`src/rtl/rwt_pkg.sv`:
```
// Shared types and defaults for the tag-extract stream slice.
package rwt_pkg;

  localparam int DWIDTH_DEF  = 64;
  localparam int TTWIDTH_DEF = 7;

  // Escape decoder position within a sequence.
  typedef enum logic [1:0] {
    IDLE = 2'd0,  // plain data, or the start of a new sequence
    ESC  = 2'd1,  // an escape word has been consumed
    HDR  = 2'd2   // escape plus header consumed; next word is the tagged payload
  } state_t;

endpackage

```
`src/rtl/rwt_axis_reg.sv`:
```
// Output register slice: holds one beat (data, last, tag) under back-pressure
// and advertises room upstream whenever the slot is empty or draining.
module rwt_axis_reg
  import rwt_pkg::*;
#(
  parameter int DWIDTH  = DWIDTH_DEF,
  parameter int TTWIDTH = TTWIDTH_DEF
) (
  input  logic               clk,
  input  logic               aresetn,
  input  logic               in_valid,
  input  logic [DWIDTH-1:0]  in_data,
  input  logic               in_last,
  input  logic               in_tag_valid,
  input  logic [TTWIDTH-1:0] in_tag_type,
  output logic               in_ready,
  output logic               out_valid,
  output logic [DWIDTH-1:0]  out_data,
  output logic               out_last,
  output logic               out_tag_valid,
  output logic [TTWIDTH-1:0] out_tag_type,
  input  logic               out_ready
);

  // Room for a new beat when the slot is empty or its beat leaves this cycle; none in reset.
  assign in_ready = aresetn & (~out_valid | out_ready);

  // Load or retire the held beat; sideband fields are cleared whenever no beat is loaded.
  always_ff @(posedge clk) begin
    // NOTE: state registers use non-blocking assignments so every flop samples pre-edge values.
    if (!aresetn) begin
      // NOTE: the payload register is reset too, because downstream observes it as zero in reset.
      out_valid     <= 1'b0;
      out_data      <= '0;
      out_last      <= 1'b0;
      out_tag_valid <= 1'b0;
      out_tag_type  <= '0;
    end else if (in_ready) begin
      out_valid     <= in_valid;
      out_last      <= in_valid & in_last;
      out_tag_valid <= in_valid & in_tag_valid;
      out_tag_type  <= (in_valid & in_tag_valid) ? in_tag_type : '0;
      if (in_valid) out_data <= in_data;
    end
  end

endmodule

```
`src/rtl/rwt_tag_extract.sv`:
```
// Strips in-band escape sequences from an AXI-Stream and converts them into
// sideband tags on the following payload beat. With use_tags low it is a plain
// registered pipe.
module rwt_tag_extract
  import rwt_pkg::*;
#(
  parameter int DWIDTH  = DWIDTH_DEF,
  parameter int TTWIDTH = TTWIDTH_DEF
) (
  input  logic               clk,
  input  logic               aresetn,
  input  logic               use_tags,
  input  logic [DWIDTH-1:0]  tag_escape,
  input  logic [DWIDTH-1:0]  s_axi_tdata,
  input  logic               s_axi_tvalid,
  output logic               s_axi_tready,
  input  logic               s_axi_tlast,
  output logic [DWIDTH-1:0]  m_axi_tdata,
  output logic               m_axi_tvalid,
  input  logic               m_axi_tready,
  output logic               m_axi_tlast,
  output logic               m_axi_tag_valid,
  output logic [TTWIDTH-1:0] m_axi_tag_type
);

  state_t             state_q, state_d;
  logic [TTWIDTH-1:0] type_q, type_d;
  logic               accept;
  logic               is_escape;
  logic               emit;
  logic               emit_tag;
  logic [TTWIDTH-1:0] emit_type;

  assign accept    = s_axi_tvalid & s_axi_tready;
  assign is_escape = (s_axi_tdata == tag_escape);

  // Decoder state and latched tag type advance only on accepted beats.
  always_ff @(posedge clk) begin
    if (!aresetn) begin
      state_q <= IDLE;
      type_q  <= '0;
    end else begin
      state_q <= state_d;
      type_q  <= type_d;
    end
  end

  // Next-state and emit decision for the beat being accepted this cycle.
  always_comb begin
    // NOTE: every output of this block gets a default first so no latch is inferred.
    state_d   = state_q;
    type_d    = type_q;
    emit      = 1'b0;
    emit_tag  = 1'b0;
    emit_type = '0;
    if (accept) begin
      if (!use_tags) begin
        emit    = 1'b1;
        state_d = IDLE;
      end else begin
        unique case (state_q)
          IDLE: begin
            if (!is_escape)       emit    = 1'b1;
            else if (s_axi_tlast) state_d = IDLE;  // lone escape ends the packet: drop it
            else                  state_d = ESC;
          end
          ESC: begin
            if (is_escape) begin
              emit    = 1'b1;                      // doubled escape is a literal escape word
              state_d = IDLE;
            end else if (s_axi_tlast) begin
              state_d = IDLE;                      // header ends the packet: drop the sequence
            end else begin
              type_d  = s_axi_tdata[TTWIDTH-1:0];
              state_d = HDR;
            end
          end
          HDR: begin
            emit      = 1'b1;                      // payload is data even if it equals the escape
            emit_tag  = 1'b1;
            emit_type = type_q;
            state_d   = IDLE;
          end
          default: state_d = IDLE;
        endcase
      end
    end
  end

  rwt_axis_reg #(
    .DWIDTH  (DWIDTH),
    .TTWIDTH (TTWIDTH)
  ) u_out_reg (
    .clk           (clk),
    .aresetn       (aresetn),
    .in_valid      (emit),
    .in_data       (s_axi_tdata),
    .in_last       (s_axi_tlast),
    .in_tag_valid  (emit_tag),
    .in_tag_type   (emit_type),
    .in_ready      (s_axi_tready),
    .out_valid     (m_axi_tvalid),
    .out_data      (m_axi_tdata),
    .out_last      (m_axi_tlast),
    .out_tag_valid (m_axi_tag_valid),
    .out_tag_type  (m_axi_tag_type),
    .out_ready     (m_axi_tready)
  );

endmodule

```
`config.mk`:
```
export PLATFORM = sky130hd
export DESIGN_NAME = rwt_tag_extract
export DESIGN_NICKNAME = d
export VERILOG_FILES = /design/src/rtl/rwt_pkg.sv /design/src/rtl/rwt_axis_reg.sv /design/src/rtl/rwt_tag_extract.sv
export SDC_FILE = /design/constraint.sdc
export NUM_CORES = 1
export LEC_CHECK = 0
export BUFFER_PORTS_ARGS = -buffer_cell sky130_fd_sc_hd__buf_2
export CAP_MARGIN = 20
export CORE_ASPECT_RATIO = 1.2
export CORE_MARGIN = 3
export CORE_UTILIZATION = 40
export DETAILED_ROUTE_END_ITERATION = 8
export GPL_TIMING_DRIVEN = 0
export PLACE_DENSITY = 0.86
export SLEW_MARGIN = 0
export SYNTH_ARGS = -nofsm -noshare
export SYNTH_HDL_FRONTEND = slang
export SYNTH_SLANG_ARGS = --single-unit
export TNS_END_PERCENT = 30
```
`constraint.sdc`:
```
create_clock -name clk -period 2.85 [get_ports clk]
set_input_delay 0.855 -clock clk [delete_from_list [all_inputs] [get_ports clk]]
set_output_delay 0.855 -clock clk [all_outputs]
set_load 0.05 [all_outputs]
```
==> results.ini <==
[synth]
synth_edf_count=0
synth_top_area_share_pct=44.64
synthArstFlopShare_pct=0
synth_area_um2=3722
seq_area_frac_synth_pct=44.64
synth_ff_type=dfxtp_1
yosys-top-cells-area=dfxtp_1, xnor2_1, nand3_1, nand2_1, o21ai_1
syn_inst=442
synth.avg_cell_area_um2=8.422
synth.distinct_cells=25
yosysTopAreaCell=dfxtp_1
yosysWarnings=0
synth_nets=576
synth_seq_cells=83

[final_layout]
layout_commonest_cell=buf_2
seqCellArea_um2=1662
fillCellCount=839
area_growth_pct=37.61
final_layout_size_suffix_gt1_share_pct=36.19
finalNonFillerCells=783
fin_nets=796
layout_common_cells=buf_2, dfxtp_1, nand2_1
antenna_cells=0
multi_input_area_um2=1948

[power_and_ir_drop]
swShare_pct=34.29
peakVddDrop_mv=0.2668
pwr_density_cell_nw_per_um2=530.8
total_power_mw=2.719
p_int_mw=1.787
clkPwrFrac_pct=27.3
combinationalPowerShare_pct=26.2
power_frac_seq_pct=46.5
p_leak_nw=2.274
switchingPower_mw=0.9324

[sta]
max_slew_margin_pct=34.06
skew_ns=0.008945
whs_ns=0.4514
final_max_slew_viol_count=0
tightest_slew_ns=0.9869
period_needed_ns=2.714
finalSetupViolCount=0
period_share_pct=95.24
rsz0062_at_grt=no
hold_viol_final=0
fmaxAchievable_ghz=0.3684

[clock_tree]
path_clk_slew_ns=0.08
cts-hold-fix-buffers=0
cts_tree=yes
cts_buffers=9
clk_latency_ns=0.36
clock_sinks=83
cts_max_path_buffers=2
cts_root_buffer=clkbuf_8
htreeDepth=3

[worst_setup_path]
cpPeakStageDelay_ns=0.35
worst_setup_path_start_kind=input pin
required_ns=3.07
cp_common_cell=nand4_1
crit_type=input pin to register
critical_path.max_fanout=10
end_kind=register
startpoint=s_axi_tdata[24]
r2r_start=u_out_reg.out_valid$_SDFFE_PN0P_
critPathSlowestCell=clkbuf_1
path_buf_inv=2
arrival_ns=2.94
path_cells=buf_2 -> xnor2_1 -> nand4_1 -> nor4_2 -> nand4_1 -> mux2_2 -> and2_4 -> clkbuf_1 -> o21ai_0
critical-path-top-delay-family=simple AND/OR/NAND/NOR gates

[min_path]
hp-start=u_out_reg.out_data[38]$_SDFFE_PN0P_
worstHoldPathType=register to register

[route]
drt-initial-drc-count=224
met3WireLength_um=1150
drc=0
vias_per_cell=5.282
firstDrtPassIters=5
route.met2.wl_um=6910
wl_met1_um=5210
final_antenna_net_count=0
drt-total-wl_um=13950
route.vias.total=4136
highest-signal-layer=met4
drt-wirelength-per-cell_um=17.81

[die]
die-height_um=111.7
die-area_um2=10500
design.core.area_um2=8796
io_pins=209
die_w_um=94.06
start_util_pct=42.32
rows=37

[global_route]
grt-ovfl-total=0
grt_start_max_net_pins=13
grt_pass1_vias=4128
grt.total_usage_pct=26.16
grt_pass1_wl_um=21060
antenna_found_initial=0

[place]
gp_congestion=0.9282
dp_cells=767
io_buffers=208
place_hpwl_um=11300

[job]
max_cap_viol_count=0

[status]
outcome=completed

power groups by stage:
stage / sequential (mW) / combinational [mW] / clock [mW]
floorplan: 1.53 / 0.197 / 0
global placement: 1.29 / 0.698 / 0
detailed placement: 1.29 / 0.708 / 0
CTS: 1.26 / 0.713 / 0.748
global route: 1.27 / 0.759 / 0.796
finish: 1.26 / 0.714 / 0.741
path summary, 6_finish.rpt:
check / end / slack (ns) / cells past startpoint
setup reg to reg: u_out_reg.out_data[8]$_SDFFE_PN0P_ / 0.61 / 8
setup / recovery: u_out_reg.out_data[59]$_SDFFE_PN0P_ / 0.14 / 9
hold / removal: u_out_reg.out_data[38]$_SDFFE_PN0P_ / 0.45 / 2
hold reg to reg: u_out_reg.out_data[38]$_SDFFE_PN0P_ / 0.45 / 2
timing repair:
action / CTS / global route
resized for setup: 6 / 9
buffers inserted: 0 / 1
pin swaps: 0 / 1
endpoints found under the setup margin: 41 / 60
metrics by stage:
step	setup slack, ns	utilization [%]	setup TNS [ns]	instance area [um^2]
6_report	0.1355	58.24	0	5122
5_1_grt	0.01647	58.24	0	5122
4_1_cts	0.009599	57.88	0	5091
3_5_place_dp	-0.5354	55.85	-28.56	4912
3_3_place_gp	-0.4761	55.85	-25.22	4912
2_1_floorplan	0.3084	-	0	3725
synth_stat cells, types with 4 or more instances:
cell,number
a22oi_1,7
buf_1,7
buf_2,6
clkbuf_1,17
dfxtp_1,83
mux2i_1,7
nand2_1,68
nand3_1,66
nand4_1,17
nor2b_1,18
nor4_1,4
o21ai_0,25
o21ai_1,39
xnor2_1,64
flip-flops by register name (all words and copies together), names as in the netlist:
name / count
u_out_reg.out_tag_valid: 1
u_out_reg.out_valid: 1
u_out_reg.out_last: 1
type_q: 7
u_out_reg.out_data: 64
u_out_reg.out_tag_type: 7
state_q: 2
worst min-delay path: stages, from the launching register on:
cell and delay [ns]:
dfxtp_1 0.31, nand2_1 0.05, o21ai_1 0.05
layout make-up:
class	instances	area share [%]
multi-input combinational	327	38.03
sequential	83	32.44
timing repair buffer	209	20.47
buffer	32	3.078
tap	117	2.858
clock buffer	12	2.833
clock inverter	3	0.2931
layer usage:
metal | vias up | track usage (%)
met3 | 50 | 5.405
met2 | 223 | 44.72
met1 | 1903 | 29.61
met5 | - | 0
met4 | 0 | 15.22
li1 | 1960 | -
kinds of logic (layout without fill, tap and decap cells):
logic type	after synthesis	after routing	share of synthesized area, %
simple gates	178	178	23.16
flops	83	83	44.64
compound gates	77	77	11.13
xor+xnor	64	64	15.06
buf+inv	32	256	3.832
mux	8	8	2.185
Note: power is estimated with default switching activity, not from simulation.
